## config.mk

```make
export PLATFORM = sky130hd
export DESIGN_NAME = freelist_allocator
export DESIGN_NICKNAME = d
export VERILOG_FILES = /design/src/rtl/freelist_allocator_pkg.sv /design/src/rtl/freelist_allocator_pick_n.sv /design/src/rtl/freelist_allocator.sv
export SDC_FILE = /design/constraint.sdc
export NUM_CORES = 1
export LEC_CHECK = 0
export CAP_MARGIN = 0
export CELL_PAD_IN_SITES_DETAIL_PLACEMENT = 2
export CELL_PAD_IN_SITES_GLOBAL_PLACEMENT = 2
export CORE_MARGIN = 2
export CORE_UTILIZATION = 34
export DETAILED_ROUTE_END_ITERATION = 6
export MAX_ROUTING_LAYER = met4
export PLACE_DENSITY = 0.9
export SYNTH_ARGS = -nofsm -noshare
export SYNTH_HDL_FRONTEND = slang
export SYNTH_SLANG_ARGS = --single-unit
export TNS_END_PERCENT = 1
```

## constraint.sdc

```tcl
create_clock -name clk_i -period 25.5 [get_ports clk_i]
set_clock_uncertainty 0.15 [all_clocks]
set_input_delay 6.375 -clock clk_i [delete_from_list [all_inputs] [get_ports clk_i]]
set_output_delay 6.375 -clock clk_i [all_outputs]
set_load 0.02 [all_outputs]
```

## src/rtl/freelist_allocator_pkg.sv

```systemverilog
// Shared types and sizing for the physical-register free list.
package freelist_allocator_pkg;

  localparam int unsigned N         = 3;
  localparam int unsigned PHYS_REGS = 64;
  localparam int unsigned ARCH_REGS = 32;
  localparam int unsigned TagW      = $clog2(PHYS_REGS);
  localparam int unsigned CntW      = $clog2(PHYS_REGS + 1);
  localparam int unsigned RankW     = $clog2(N + 1);

  typedef logic [TagW-1:0]      phys_tag_t;
  typedef logic [PHYS_REGS-1:0] freelist_map_t;
  typedef logic [CntW-1:0]      free_cnt_t;

  // Tags 0..ARCH_REGS-1 hold the architectural state out of reset.
  localparam freelist_map_t ArchResetMap =
    {{(PHYS_REGS - ARCH_REGS){1'b0}}, {ARCH_REGS{1'b1}}};

  function automatic free_cnt_t popcount(freelist_map_t m);
    free_cnt_t cnt;
    cnt = '0;
    for (int i = 0; i < PHYS_REGS; i++) begin
      cnt = cnt + free_cnt_t'(m[i]);
    end
    return cnt;
  endfunction

endpackage

```

## src/rtl/freelist_allocator_pick_n.sv

```systemverilog
// Finds the N lowest set bits of a bitmap, returned as one-hot vectors with valid flags.
module freelist_allocator_pick_n
  import freelist_allocator_pkg::*;
(
  input  freelist_map_t                      map_i,
  output logic [N-1:0][PHYS_REGS-1:0]        onehot_o,
  output logic [N-1:0]                       valid_o
);

  always_comb begin
    freelist_map_t rem;
    rem      = map_i;
    onehot_o = '0;
    valid_o  = '0;
    for (int k = 0; k < N; k++) begin
      // Two's-complement trick isolates the lowest set bit.
      onehot_o[k] = rem & (~rem + freelist_map_t'(1));
      valid_o[k]  = |rem;
      rem         = rem & ~onehot_o[k];
    end
  end

endmodule

```

## src/rtl/freelist_allocator.sv

```systemverilog
// R10K physical-register free list with N-lane compacted grants and mispredict rebuild.
// Optional FREELIST_DOUBLE_FREE_CHECK_EN adds a sticky dbl_free_err_o flag.
module freelist_allocator
  import freelist_allocator_pkg::*;
(
  input  logic                          clk_i,
  input  logic                          rst_ni,
  input  logic [N-1:0]                  alloc_req_i,
  output logic [N-1:0][PHYS_REGS-1:0]   granted_regs_o,
  output logic [N-1:0]                  grant_valid_o,
  output logic [CntW-1:0]               free_slots_o,
  input  logic [N-1:0]                  retire_valid_i,
  input  logic [N-1:0][TagW-1:0]        retire_phys_i,
  input  logic [N-1:0][TagW-1:0]        retire_told_i,
  input  logic                          recover_i
`ifdef FREELIST_DOUBLE_FREE_CHECK_EN
  ,
  output logic                          dbl_free_err_o
`endif
);

  freelist_map_t free_map_q, free_map_d;
  freelist_map_t arch_busy_q, arch_busy_d;
  free_cnt_t     free_cnt_q, free_cnt_d;

  freelist_map_t               pick_map;
  logic [N-1:0][PHYS_REGS-1:0] pick_onehot;
  logic [N-1:0]                pick_valid;

  // Tag 0 is reserved and must never reach the picker.
  assign pick_map = free_map_q & ~freelist_map_t'(1);

  freelist_allocator_pick_n u_pick (
    .map_i    (pick_map),
    .onehot_o (pick_onehot),
    .valid_o  (pick_valid)
  );

  always_comb begin
    logic [RankW-1:0] rank;
    rank           = '0;
    granted_regs_o = '0;
    grant_valid_o  = '0;
    for (int i = 0; i < N; i++) begin
      if (alloc_req_i[i]) begin
        if (pick_valid[rank] && !recover_i && rst_ni) begin
          grant_valid_o[i]  = 1'b1;
          granted_regs_o[i] = pick_onehot[rank];
        end
        rank = rank + RankW'(1);
      end
    end
  end

`ifdef FREELIST_DOUBLE_FREE_CHECK_EN
  logic dbl_free_q, dbl_free_d;
`endif

  always_comb begin
    freelist_map_t alloc_mask;
    freelist_map_t freed;
    alloc_mask  = '0;
    freed       = '0;
    arch_busy_d = arch_busy_q;
`ifdef FREELIST_DOUBLE_FREE_CHECK_EN
    dbl_free_d  = dbl_free_q;
`endif
    for (int i = 0; i < N; i++) begin
      alloc_mask = alloc_mask | granted_regs_o[i];
      if (retire_valid_i[i]) begin
        arch_busy_d[retire_phys_i[i]] = 1'b1;
        if (retire_told_i[i] != '0) begin
`ifdef FREELIST_DOUBLE_FREE_CHECK_EN
          if (free_map_q[retire_told_i[i]] || freed[retire_told_i[i]]) begin
            dbl_free_d = 1'b1;
          end
`endif
          arch_busy_d[retire_told_i[i]] = 1'b0;
          freed[retire_told_i[i]]       = 1'b1;
        end
      end
    end
    if (recover_i) begin
      free_map_d = ~arch_busy_d;
    end else begin
      free_map_d = (free_map_q & ~alloc_mask) | freed;
    end
    free_map_d[0] = 1'b0;
    free_cnt_d    = popcount(free_map_d);
  end

  always_ff @(posedge clk_i or negedge rst_ni) begin
    if (!rst_ni) begin
      arch_busy_q <= ArchResetMap;
      free_map_q  <= ~ArchResetMap;
      free_cnt_q  <= free_cnt_t'(PHYS_REGS - ARCH_REGS);
    end else begin
      arch_busy_q <= arch_busy_d;
      free_map_q  <= free_map_d;
      free_cnt_q  <= free_cnt_d;
    end
  end

  assign free_slots_o = free_cnt_q;

`ifdef FREELIST_DOUBLE_FREE_CHECK_EN
  always_ff @(posedge clk_i or negedge rst_ni) begin
    if (!rst_ni) begin
      dbl_free_q <= 1'b0;
    end else begin
      dbl_free_q <= dbl_free_d;
    end
  end

  assign dbl_free_err_o = dbl_free_q;
`endif

endmodule

```

# Yosys cells after proc, flatten, opt, wreduce, memory -nomap -nowiden
# Cells that the tools add are included.
# Widths: inputs -> output; s select.
[classes]
bitwise_logic = 27
reduce_logical = 19
add_sub_neg = 66
n_lt_le_gt_ge = 14
muxes = 47
[op_table]
columns = ["operator", "count"]
rows = [
  ["$mux 64", 21],
  ["$not 64->64", 10],
  ["$and 64x64->64", 9],
  ["$or 64x64->64", 8],
  ["$add 7x1->7", 56],
  ["$bmux 64 s2", 2],
  ["$add 64x1->64 const B", 3],
  ["$reduce_or 64->1", 2],
  ["$reduce_or 63->1", 1],
  ["$lt 6x7->1 const B", 6],
  ["$demux 1 s6", 6],
  ["$ge 6x1->1 const B", 6],
  ["$reduce_bool 6->1", 3],
  ["$mux 1", 15],
  ["$logic_and 1x1->1", 12],
  ["$add 6x1->7", 1],
  ["$add 5x1->6", 1],
  ["$lt 2x3->1 const B", 2],
  ["$add 4x1->5", 1],
  ["$add 3x1->4", 1],
  ["$bmux 1 s2", 2],
  ["$add 2x1->3", 1],
  ["$add 1x1->2", 1],
  ["$add 2x1->2 const B", 1],
  ["other kinds (2)", 2],
]
[word_totals]
output_inout_bits = 202
input_bits = 45
regBits = 134

# Depth between registers and ports, before layout
# Gate-level depths: netlist of the first run.
[depth]
ltp_word = 85
depth_mapped = 43

# By module
# A second synthesis of the first run with hierarchy kept.
[unflattened]
hier_cells = 2515
area_unflattened_um2 = 18337.6
[modules_own_cells]
columns = ["mod", "area_per_inst_um2", "seq_area_each_um2", "cells_per_inst", "n_inst"]
rows = [
  ["freelist_allocator", 13930.9, 3408.3, 1769, 1],
  ["freelist_allocator_pick_n", 4406.7, 0.0, 746, 1],
]

# Worst setup path after synthesis of the first run
# OpenSTA, ideal clock, no wires.
[synth_timing]
path_type = "input to output"
startpoint = "input alloc_req_i[0]"
endpoint = "output granted_regs_o[189] in the netlist's numbering"
required_time_ns = 18.975
slack_ns = 10.070
path_stages = 10
arrival_time_ns = 8.905
path_buffers = 2
path_cell_list = "ha_1 > clkbuf_1 > nor2_1 > and4b_1 > o2111ai_1 > or3_1 > clkbuf_1 > nor3_1 > nand4b_1 > a21oi_1"
[synth_lines]
columns = ["item", "line_no", "text"]
rows = [
  ["start: declaration", "freelist_allocator.sv:8", "input logic [N-1:0] alloc_req_i,"],
  ["end: declaration", "freelist_allocator.sv:9", "output logic [N-1:0][PHYS_REGS-1:0] granted_regs_o,"],
]

==> results of run 1 <==
==> per-stage QoR <==
stage | instance area (um^2) | power, uW | hold slack (ns)
floorplan | 17900 | 2040 | 0.350
global placement | 20900 | 2470 | 0.435
detailed placement | 20900 | 2770 | 0.434
CTS | 21500 | 3080 | 0.444
global route | 21500 | 3380 | 0.474
finish | 21500 | 3090 | 0.447
==> worst reg2reg max path: cells and delay by family, from the launching register on <==
family / cells / cell delay (ns)
and+or+nand+nor: 11 / 5.24
buffers and inverters: 8 / 1.32
adders and majority gates: 10 / 4.54
AOI/OAI and AO/OA: 7 / 2.78
DFF: 1 / 0.73
==> registers in the layout, summed over array words and instances (netlist names) <==
register	flops
free_slots_o	7
arch_busy_q	63
free_map_q	63
==> metal layers <==
metal  vias up  routed length, um
li1       9862                  -
met1     12202              48300
met2      1475              52100
met3       399              11500
met4         0               9460
met5         -                  0
==> area by class of cell <==
cell class / instances / area (um^2) / share of cell area
tap: 688 / 861 / 0.0400
inverter: 106 / 398 / 0.0185
multi-input combinational: 2171 / 13400 / 0.622
sequential: 133 / 3410 / 0.159
antenna: 1 / 2.50 / 0.000116
clock inverter: 14 / 126 / 0.00588
clock buffer: 18 / 429 / 0.0200
timing repair buffer: 306 / 2900 / 0.135
==> logic make-up after synthesis <==
| family | Yosys count |
|---|---|
| AO/OA/AOI/OAI | 738 |
| other | 1 |
| adder cells (fa/ha/maj) | 74 |
| XOR/XNOR | 17 |
| flip-flops | 133 |
| buffers and inverters | 296 |
| AND/OR/NAND/NOR | 1314 |
| multiplexers | 25 |
==> worst max path at each step <==
stage,start,to,slack [ns]
after floorplan,alloc_req_i[0],granted_regs_o[189],10.07
after global placement,alloc_req_i[1],granted_regs_o[189],7.56
after detailed placement,alloc_req_i[1],granted_regs_o[185],7.35
after CTS,alloc_req_i[1],granted_regs_o[185],7.32
after global routing,alloc_req_i[1],granted_regs_o[185],7.03
final,alloc_req_i[1],granted_regs_o[185],7.06
==> synth_stat cells (all sizes together), types with 14 or more instances <==
cell type  count
o41ai         32
mux2i         16
a2111oi       15
nor2         369
and2          40
o31ai         32
ha            16
nor3         124
nor4          54
a22oi         33
nand4         29
fa            53
nor3b         23
a21oi        188
o22ai         79
nand2b        15
dfrtp         69
or2           21
clkbuf       153
and3          89
a211oi        14
dfstp         64
nand3        122
o21ai        169
nand3b        14
a31oi         29
inv          105
nor2b         17
o21a          21
or3           38
nand2        263
buf           37
or4           31
a21o          15
==> power by group through the flow <==
stage,Sequential [uW],Combinational (uW),Clock [uW]
6_report,393,2440,264
3_3_place_gp,389,2080,0
5_1_grt,398,2710,274
4_1_cts,389,2420,267
2_1_floorplan,360,1680,0
3_5_place_dp,392,2380,0
==> results.cfg, run 1 <==
[status]
status = finished with violations
violations = capacitance limit, slew limit

[worst_setup_path]
r2r_cells = 36
path_class = in2out
critPathLaunchType = input port
crit_cells = 12
worstPathCellList = clkdlybuf4s50_1 -> ha_2 -> buf_4 -> inv_1 -> nor2_1 -> and4b_1 -> o2111ai_1 -> or3_1 -> or3_1 -> nor4_1 -> o21a_1 -> clkdlybuf4s50_1
cpPeakStageDelay_ns = 0.69
worstReg2RegStart = free_map_q[1]$_DFF_PN0_
cp_data_arrival_time_ns = 11.92
r2r_setup_slack_ns = 10.63
worst-path-max-fanout = 42
crit_required_ns = 18.98
worst-path-buf-inv = 4
r2r-end = free_slots_o[6]$_DFF_PN0_
end_kind = primary output
path_delay_family = simple AND/OR/NAND/NOR gates
crit_slowest_cell = or3_1

[finish]
final_common_cell = nor2_1
instances_no_fill = 3437
fill_cells = 6195
final_cell_mix = nor2_1, nand2_1, clkdlybuf4s50_1
drive_above_1_share = 0.0964
nets = 2849
syn_to_final_growth_pct = 20.1
final_core_util = 0.411

[route]
wl_per_cell_um = 35.3
wl_mm = 121
antenna_left = 0
viasPerCell = 6.96
drt_iter0_drc = 2867
dr.pass1.iters = 6
drc = 0
vias = 23938

[placed_design]
dp_slack_ns = 7.35
placed_cells = 3404
port_buffers = 243
place.detailed.hpwl_mm = 93.0
gp_congestion = 1.06

[synthesis]
netlist_instances = 2598
yosys_register_bits = 133
ys_seq_area_frac = 0.190
synthAdderAreaFrac = 0.0732
synthArstFlopShare = 1.00
synth_edf_count = 0
postSynthAreaPerCell_um2 = 6.89
ys_types = 97
yosys_warnings = 0
synth_largest_area_cell = dfrtp_1
synth_compound_area_frac = 0.272
synth_top_area_frac = 0.0964
synth_xor_area_frac = 0.00832
synth_area_um2 = 17900
muxShareOfSynthArea = 0.0146
synthSimpleGateAreaFrac = 0.375
synthTopCellsByArea = dfrtp_1, dfstp_2, nor2_1, fa_1, nand2_1
synthFlopType = dfrtp_1
synth_top_family_by_area = simple AND/OR/NAND/NOR gates

[floorplanning]
die_w_um = 233
die_area_um2 = 54500
ios = 247
die_y_um = 233
core_um2 = 52300
initial_core_util = 0.342
num_rows = 84

[clocking]
ctsHoldBuffers = 0
clock_latency_ns = 0.51
cts_tree = yes
cts_max_level = 4
cts-root-buf = clkbuf_16
cts.sinks = 133
post_cts_buffers = 0
path_clk_slew_ns = 0.07
cts_buffers = 17
cts-resized-gates = 0
cts_max_path_buffers = 2

[grt]
grt_use_total = 0.454
grt_pass1_vias = 24665
gr-usage-met2 = 0.662
grt_pass1_wl_mm = 174
use_met3 = 0.0934
use_met1 = 0.566
antenna_found_initial = 3
grt_max_degree = 90
busiest_layer = met2
overflow = 0

[power]
internal-power_uw = 1490
power.leakage_uw = 0.00762
p_sw_uw = 1600
power_frac_comb = 0.787
switching_share = 0.517
vdd_drop_max_mv = 0.368
clockPowerShare = 0.085
power.density_nw_per_um2 = 144
seqPwrFrac = 0.127

[timing]
setup_viol = 0
timing.final.crit_share = 0.723
timing.final.ws_setup_ns = 7.06
fmax_mhz = 54.2
slew_violations = 8
worst_pin_slew_ns = 1.53
rsz0062_at_grt = no
setup_tns_ns = 0
max_slew_margin = -0.0255
hold_viol_final = 0
min_period_ns = 18.44

[worst_hold_path]
whs_path_depth = 2
whs_endpoint = free_map_q[57]$_DFF_PN1_
min-delay-start = free_map_q[57]$_DFF_PN1_
hp-class = reg2reg

[flow_run]
maxCapViolCount = 2
Power figures use the tool's default switching activity.
==> inputs of run 2 (changes only) <==
--- a/config.mk
+++ b/config.mk
@@ -9,10 +9,10 @@
 export CELL_PAD_IN_SITES_DETAIL_PLACEMENT = 2
 export CELL_PAD_IN_SITES_GLOBAL_PLACEMENT = 2
 export CORE_MARGIN = 2
-export CORE_UTILIZATION = 34
+export CORE_UTILIZATION = 32
 export DETAILED_ROUTE_END_ITERATION = 6
 export MAX_ROUTING_LAYER = met4
-export PLACE_DENSITY = 0.9
+export PLACE_DENSITY = 0.85
 export SYNTH_ARGS = -nofsm -noshare
 export SYNTH_HDL_FRONTEND = slang
 export SYNTH_SLANG_ARGS = --single-unit
==> constraint.sdc (replaced) <==
create_clock -name clk_i -period 17.8 [get_ports clk_i]
set_clock_uncertainty 0.15 [all_clocks]
set_input_delay 4.45 -clock clk_i [delete_from_list [all_inputs] [get_ports clk_i]]
set_output_delay 4.45 -clock clk_i [all_outputs]
set_load 0.02 [all_outputs]
==> results.cfg, run 2 (same netlist as run 1, synthesis figures left out) <==
[finish]
final_common_cell = nor2_1
nets = 2845
drive_above_1_share = 0.0922
final_cell_mix = nor2_1, nand2_1, clkdlybuf4s50_1
fill_cells = 6522
syn_to_final_growth_pct = 20.5
stdcell_area_um2 = 21600

[power]
power.leakage_uw = 0.00762
power.density_nw_per_um2 = 201
seqPwrFrac = 0.129
vdd_drop_max_mv = 0.664
p_sw_uw = 2180
power_frac_comb = 0.777
switching_share = 0.502
internal-power_uw = 2170
clockPowerShare = 0.093

[floorplanning]
die_y_um = 241
num_rows = 86
ios = 247
die_w_um = 241
core_um2 = 55200
die_area_um2 = 57900
initial_core_util = 0.324

[worst_setup_path]
cp_data_arrival_time_ns = 14.78
worst-path-max-fanout = 57
path_common_cell = fa_1
end_kind = register
critPathLaunchType = input port
cpPeakStageDelay_ns = 0.63
path_class = in2reg
r2r_setup_slack_ns = 3.37
crit_required_ns = 18.03
crit_slowest_cell = buf_4

[route]
drc = 0
vias = 23862
dr.pass1.iters = 6
antenna_left = 0
wl_per_cell_um = 34.2
drt_iter0_drc = 2864
viasPerCell = 6.83
wl_mm = 120

[timing]
timing.final.crit_share = 0.818
max_slew_margin = 0.0700
hold_viol_final = 0
min_period_ns = 14.55
setup_viol = 0
timing.final.ws_setup_ns = 3.25
worst_pin_slew_ns = 1.38
slew_violations = 0
rsz0062_at_grt = no
setup_tns_ns = 0
fmax_mhz = 68.7

[status]
status = complete, no violations

[clocking]
ctsHoldBuffers = 0
cts.sinks = 133
cts_tree = yes
cts_buffers = 17
cts-root-buf = clkbuf_16
cts_max_level = 4
clock_latency_ns = 0.50
cts-resized-gates = 0
cts_max_path_buffers = 2
path_clk_slew_ns = 0.07
post_cts_buffers = 0

[grt]
overflow = 0
antenna_found_initial = 0
grt_pass1_vias = 24342
grt_pass1_wl_mm = 172
grt_use_total = 0.420
grt_max_degree = 131

[placed_design]
port_buffers = 243
gp_congestion = 1.02
dp_slack_ns = 3.00
place.detailed.hpwl_mm = 91.7
postPlaceCellArea_um2 = 21000

[worst_hold_path]
hp-class = reg2reg

[flow_run]
maxCapViolCount = 0
## run 2: worst paths after layout
kind	from	endpoint	cells after the start
setup / recovery	alloc_req_i[1]	free_slots_o[6]$_DFF_PN0_	32
hold / removal	free_map_q[60]$_DFF_PN1_	free_map_q[60]$_DFF_PN1_	2
setup reg to reg	free_map_q[4]$_DFF_PN0_	free_slots_o[6]$_DFF_PN0_	33
hold reg to reg	free_map_q[60]$_DFF_PN1_	free_map_q[60]$_DFF_PN1_	2
max in group asynchronous	rst_ni	arch_busy_q[61]$_DFF_PN0_	3
min in group asynchronous	rst_ni	free_slots_o[0]$_DFF_PN0_	1
## run 2: final cells by class
| type | count | area, um^2 | area share |
|---|---|---|---|
| multi-input combinational | 2171 | 13300 | 0.618 |
| sequential | 133 | 3410 | 0.158 |
| timing repair buffer | 302 | 2880 | 0.134 |
| tap | 748 | 936 | 0.0434 |
| clock buffer | 20 | 457 | 0.0212 |
| inverter | 106 | 398 | 0.0184 |
| clock inverter | 12 | 153 | 0.00707 |
| antenna | 1 | 2.50 | 0.000116 |
## run 2: worst max-delay path: cells and delay by family
kind | cells | cell delay (ns)
and+or+nand+nor | 6 | 1.52
adders and majority gates | 11 | 4.91
AOI/OAI and AO/OA | 8 | 1.85
buffers and inverters | 7 | 1.95
## run 2: per-stage QoR
stage | total power (uW) | util | hold slack (ns) | cells
after floorplan | 2930 | - | 0.350 | 2600
after global placement | 3490 | 0.380 | 0.395 | 3460
after detailed placement | 3840 | 0.380 | 0.412 | 3460
after CTS | 4350 | 0.391 | 0.422 | 3492
after global routing | 4700 | 0.391 | 0.434 | 3492
final | 4350 | 0.391 | 0.430 | 3493
## run 2: metal layers
layer	wire, um	part of all wire	up-vias	GRT usage
met5	0	0	-	-
met4	8090	0.068	0	0.250
met3	10800	0.091	312	0.0771
met2	52300	0.44	1407	0.618
met1	48400	0.40	12287	0.535
li1	-	-	9856	-
## run 2: power by group through the flow
stage | sequential, uW | clock [uW] | combinational, uW
2_1_floorplan | 515 | 0 | 2410
3_3_place_gp | 559 | 0 | 2940
3_5_place_dp | 562 | 0 | 3280
4_1_cts | 558 | 408 | 3390
5_1_grt | 568 | 413 | 3720
6_report | 562 | 406 | 3380
==> RTL edit 1: new RTL, settings of run 2 <==
Change the package constant `PHYS_REGS` from 64 to 32.
--- a/src/rtl/freelist_allocator_pkg.sv
+++ b/src/rtl/freelist_allocator_pkg.sv
@@ -4,3 +4,3 @@
   localparam int unsigned N         = 3;
-  localparam int unsigned PHYS_REGS = 64;
+  localparam int unsigned PHYS_REGS = 32;
   localparam int unsigned ARCH_REGS = 32;
Ports: changed (resized free_slots_o, granted_regs_o, retire_phys_i and retire_told_i); port bits go from 247 to 144. No check against the original RTL was run, so the function may have changed too.
==> RTL edit 1 against run 2 <==
  * Sequential cell count decreased by 65
  * Via count is 53% lower
  * Sequential power decreased by 51%
  * Hold slack better by 0.12 ns
  * Power is 64% lower
  * Count of clock-buffer cells in the layout fell by 11
  * Maximum frequency up 9.7%
  * Critical path type is now in -> out
  * Design area is 49% lower
  * Die area decreased by 49%
  * Wire length fell by 59%
  * Combinational power down 68%
  * Critical endpoint is now granted_regs_o[80]
  * Area after synthesis decreased by 50%
  * Setup slack improved by 1.3 ns
==> RTL edit 1: results (changes against run 2) <==
[place]
io_buffers=140  ; was 243
place_ws_ns=4.63  ; was 3.00 ns
globalplace.congestion=0.919  ; was 1.02
dpl.hpwl_um=35700  ; was 91700 um

[global_route]
grt_use_met1_pct=43.6  ; was 53.5%
first_global_vias=11564  ; was 24342
track_usage_pct=34.1  ; was 42.0%
grt_start_max_net_pins=69  ; was 131
grtUsageMet2_pct=52.4  ; was 61.8%
grt_pass1_wl_um=73100  ; was 172000 um

[synthesis]
ys_seq_area_share_pct=19.4  ; was 19.0%
synth_compound_area_share_pct=28.7  ; was 27.2%
ys_top_cells_by_count=nor2_1, nand2_1, a21oi_1  ; unchanged
muxShareOfSynthArea_pct=0.797  ; was 1.46%
synth-xor-area-share_pct=1.17  ; was 0.832%
yosys-top-cells-area=dfrtp_1, dfstp_2, nor2_1  ; unchanged

[timing]
worstMarginPinSlew_ns=1.31  ; was 1.38 ns

[setup_path]
critPathMaxFanout=68  ; was 57
crit_slowest_cell=clkdlybuf4s50_1  ; was buf_4
r2r_slack_ns=6.48  ; was 3.37 ns
r2r_end=free_slots_o[4]  ; was free_slots_o[6]
worst_r2r_path_depth=27  ; was 33
worstPathArrival_ns=8.66  ; was 14.78 ns
critPathCaptureType=primary output  ; was register
crit_path_max_incr_delay_ns=0.60  ; was 0.63 ns
cp_top_family=buffers and inverters  ; was adder cells
r2r-start=free_map_q[3]  ; was free_map_q[4]

[clocking]
clk_latency_ns=0.37  ; was 0.50 ns
h-tree-depth=3  ; was 4

[route]
first_pass_iters=5  ; was 6
dr.first_iter.drc_count=1111  ; was 2864
routed_wl_um=48900  ; was 120000 um
via_per_inst=6.47  ; was 6.83

[cells_and_area]
layout.cells.non_filler=1745  ; was 3493
layout.nets=1432  ; was 2845
drive_gt1_share_pct=8.41  ; was 9.22%

[hold_path]
hold_path_end=free_map_q[17]  ; was free_map_q[60]
hp-start=free_map_q[17]  ; was free_map_q[60]

[pwr]
leakage_nw=4.10  ; was 7.62 nW
peakVddDrop_uv=203  ; was 664 uV

[outcome]
status=complete, no violations  ; unchanged

==> RTL edit 1: changes by cell type after synthesis, moves of 33 or more <==
cell	change
nor2_1	-184
nor3_1	-80
inv_1	-53
nand2_1	-147
dfstp_2	-33
nand3_1	-60
o21ai_0	-83
clkbuf_1	-81
a21oi_1	-93
and3_1	-36
o22ai_1	-44
==> RTL edit 1: power by group <==
group / total (mW) / leakage [nW] / internal (mW) / switching [mW]
combinational: 1.08 / 3.21 / 0.424 / 0.653
sequential: 0.273 / 0.744 / 0.224 / 0.0492
clock: 0.198 / 0.144 / 0.110 / 0.0884
total: 1.55 / 4.10 / 0.757 / 0.790
==> RTL edit 1: cell families after synthesis <==
family / after synthesis
simple gates: 626
compound gates: 386
buf+inv: 142
flops: 68
fa+ha+maj: 34
xor+xnor: 12
mux: 7
other cells: 1
==> RTL edit 1: worst reg2reg max path, delay by kind of cell (launching register included) <==
family,cells,cell delay (ns)
adders and majority gates,8,3.68
and+or+nand+nor,7,3.38
AOI/OAI and AO/OA,6,2.61
buffers and inverters,5,0.64
DFF,1,0.63
xor gates and xnor gates,1,0.15
==> RTL edit 1: metal layers <==
metal | wire, um | vias to the layer above
li1 | - | 4901
met1 | 20500 | 5753
met2 | 22300 | 514
met3 | 3590 | 129
met4 | 2470 | 0
met5 | 0 | -
==> RTL edit 1: stage by stage <==
stage	hold slack, ns	power, mW	instance area [um^2]
2_1_floorplan	0.429	0.926	8960
3_3_place_gp	0.505	1.22	10600
3_5_place_dp	0.528	1.27	10600
4_1_cts	0.542	1.53	10900
5_1_grt	0.577	1.64	10900
6_report	0.551	1.55	10900
==> RTL edit 1: final cells by class <==
class / count / share of cell area (%)
clock buffers: 9 / 2.06
clock inverters: 7 / 0.699
inverters: 54 / 1.86
multi-input cells: 1068 / 61.0
flip-flops and latches: 68 / 15.9
well taps: 378 / 4.33
repair buffers: 161 / 14.2
==> RTL edit 1: worst max path at each step <==
stage / endpoint / start / slack (ns)
floorplan: free_slots_o[4] / alloc_req_i[0] / 6.49
global placement: granted_regs_o[80] / alloc_req_i[0] / 4.86
detailed placement: granted_regs_o[80] / alloc_req_i[0] / 4.63
CTS: granted_regs_o[80] / alloc_req_i[0] / 4.65
global route: granted_regs_o[93] / alloc_req_i[0] / 4.34
finish: granted_regs_o[80] / alloc_req_i[0] / 4.54
==> RTL edit 2: new RTL, config.mk and constraints of run 2 <==
Made on the original files. The option `FREELIST_DOUBLE_FREE_CHECK_EN` is turned on by a define.
--- a/src/rtl/freelist_allocator.sv
+++ b/src/rtl/freelist_allocator.sv
@@ -2,2 +2,4 @@
 // Optional FREELIST_DOUBLE_FREE_CHECK_EN adds a sticky dbl_free_err_o flag.
+`define FREELIST_DOUBLE_FREE_CHECK_EN
+
 module freelist_allocator
New outputs: dbl_free_err_o. Check against the original RTL: not settled (the Yosys comparison gave no result); the edit may change what the design does.
==> RTL edit 2 against run 2 <==
  * The run now ends with design-rule violations left
  * Count of clock-buffer cells in the layout fell by 3
  * Setup slack got worse by 0.31 ns
  * Synthesized cell count is 22% higher
  * Wire length increased by 42%
  * Area after synthesis is 20% higher
  * Sequential power rose by 13%
  * Maximum frequency decreased by 2.1%
  * Hold slack barely moved
  * Design area rose by 17%
  * Combinational power grew 12%
  * Sequential cell count is 1 higher
  * Power up 11%
  * Sequential share of layout area down 2.2 points
==> RTL edit 2: results (changes against run 2) <==
[timing]
relSlewSlack_pct=6.30  ; was 7.00%

[cells_and_area]
fill_cells=7742  ; was 6522
area_growth_syn_to_layout_pct=18.0  ; was 20.5%
layout.nets=3356  ; was 2845
drive_gt1_share_pct=10.3  ; was 9.22%
layout.cells.non_filler=4134  ; was 3493

[outcome]
status=complete, but fails checks  ; was complete, no violations
violations=design-rule violations

[route]
via_per_inst=7.24  ; was 6.83
wl_per_cell_um=41.0  ; was 34.2 um
dr.first_iter.drc_count=4325  ; was 2864
drc=2  ; was 0
first_pass_iters=7  ; was 6

[clocking]
h-tree-depth=4  ; unchanged
cts_made_buffers=17  ; unchanged
ctsResizeCount=0  ; unchanged
cts_buffer_depth=2  ; unchanged
clk_latency_ns=0.52  ; was 0.50 ns

[synthesis]
synthCells=3160  ; was 2598
muxShareOfSynthArea_pct=4.13  ; was 1.46%
yosys-top-cells-area=nor2_1, dfrtp_1, dfstp_2  ; was dfrtp_1, dfstp_2, nor2_1
synth-adder-area-share_pct=6.04  ; was 7.32%
synthFlopType=dfrtp_1  ; unchanged
ys_seq_area_share_pct=16.0  ; was 19.0%
synth_compound_area_share_pct=31.2  ; was 27.2%
synth_cell_type_count=117  ; was 97
synth-xor-area-share_pct=0.982  ; was 0.832%
ys_top_cells_by_count=nor2_1, nand2_1, clkbuf_1  ; was nor2_1, nand2_1, a21oi_1
async_flop_share_pct=100  ; unchanged

[setup_path]
cp_top_family=compound AO/OA/AOI/OAI gates  ; was adder cells
worst_r2r_path_depth=31  ; was 33
crit_slowest_cell=o41ai_1  ; was buf_4
critPathMaxFanout=33  ; was 57
crit_path_max_incr_delay_ns=1.16  ; was 0.63 ns
critPathCaptureType=register  ; unchanged
worstPathArrival_ns=15.16  ; was 14.78 ns
worstSetupStartpoint=free_map_q[12]  ; was alloc_req_i[1]
r2r_slack_ns=2.93  ; was 3.37 ns
r2r_end=free_slots_o[5]  ; was free_slots_o[6]

[global_route]
track_usage_pct=49.0  ; was 42.0%
first_global_vias=30439  ; was 24342
use_met3_pct=14.7  ; was 7.71%
grt_use_met1_pct=59.8  ; was 53.5%
grt_start_max_net_pins=60  ; was 131
grtUsageMet2_pct=68.7  ; was 61.8%
grt_pass1_wl_um=237000  ; was 172000 um
antenna_found_initial=14  ; was 0

[hold_path]
hp-class=reg -> reg  ; unchanged

[place]
io_buffers=244  ; was 243
globalplace.congestion=1.07  ; was 1.02
postPlaceCellArea_um2=24600  ; was 21000 um^2
dpl.hpwl_um=131000  ; was 91700 um

[pwr]
leakage_nw=8.76  ; was 7.62 nW
peakVddDrop_uv=503  ; was 664 uV

[run]
cap_viol_max_count=0  ; unchanged

-- RTL edit 2: cell count changes in the layout (fill, tap and decap cells not counted), sizes merged, moves of 24 or more --
cell,run 2,this run
nor2,369,496
buf,62,110
a22oi,33,77
a31oi,29,68
nand2,263,302
o21ai,169,201
nand4,29,58
a211oi,14,42
mux2i,16,40
-- RTL edit 2: per-stage QoR --
stage	hold slack (ns)	setup slack (ns)
2_1_floorplan	0.440	5.17
3_3_place_gp	0.400	3.07
3_5_place_dp	0.391	2.83
4_1_cts	0.406	3.33
5_1_grt	0.435	2.65
6_report	0.430	2.93
-- RTL edit 2: cell type report --
class	instances	area share (%)
antenna	15	0.149
clock buffer	17	1.68
clock inverter	15	0.802
inverter	117	1.74
multi-input combinational	2626	65.2
sequential	134	13.6
tap	864	4.28
timing repair buffer	346	12.6
-- RTL edit 2: how the worst min path moves through the flow --
stage                               from        endpoint  slack (ns)  depth (start not counted)
after floorplan           dbl_free_err_o  dbl_free_err_o        0.44                          1
after global placement    dbl_free_err_o  dbl_free_err_o        0.40                          1
final                     dbl_free_err_o  dbl_free_err_o        0.43                          1
after detailed placement  dbl_free_err_o  dbl_free_err_o        0.39                          1
after CTS                 dbl_free_err_o  dbl_free_err_o        0.41                          1
after global routing      dbl_free_err_o  dbl_free_err_o        0.44                          1
-- RTL edit 2: report_power, final --
| group | switching, mW | internal (mW) |
|---|---|---|
| Sequential | 0.151 | 0.483 |
| Combinational | 2.25 | 1.54 |
| Clock | 0.182 | 0.235 |
| Total | 2.58 | 2.26 |
-- RTL edit 2: routing by layer --
layer	part of all wire (%)	wire length [um]
met1	39	65600
met2	42	70600
met3	12	19700
met4	8.1	13700
met5	0	0
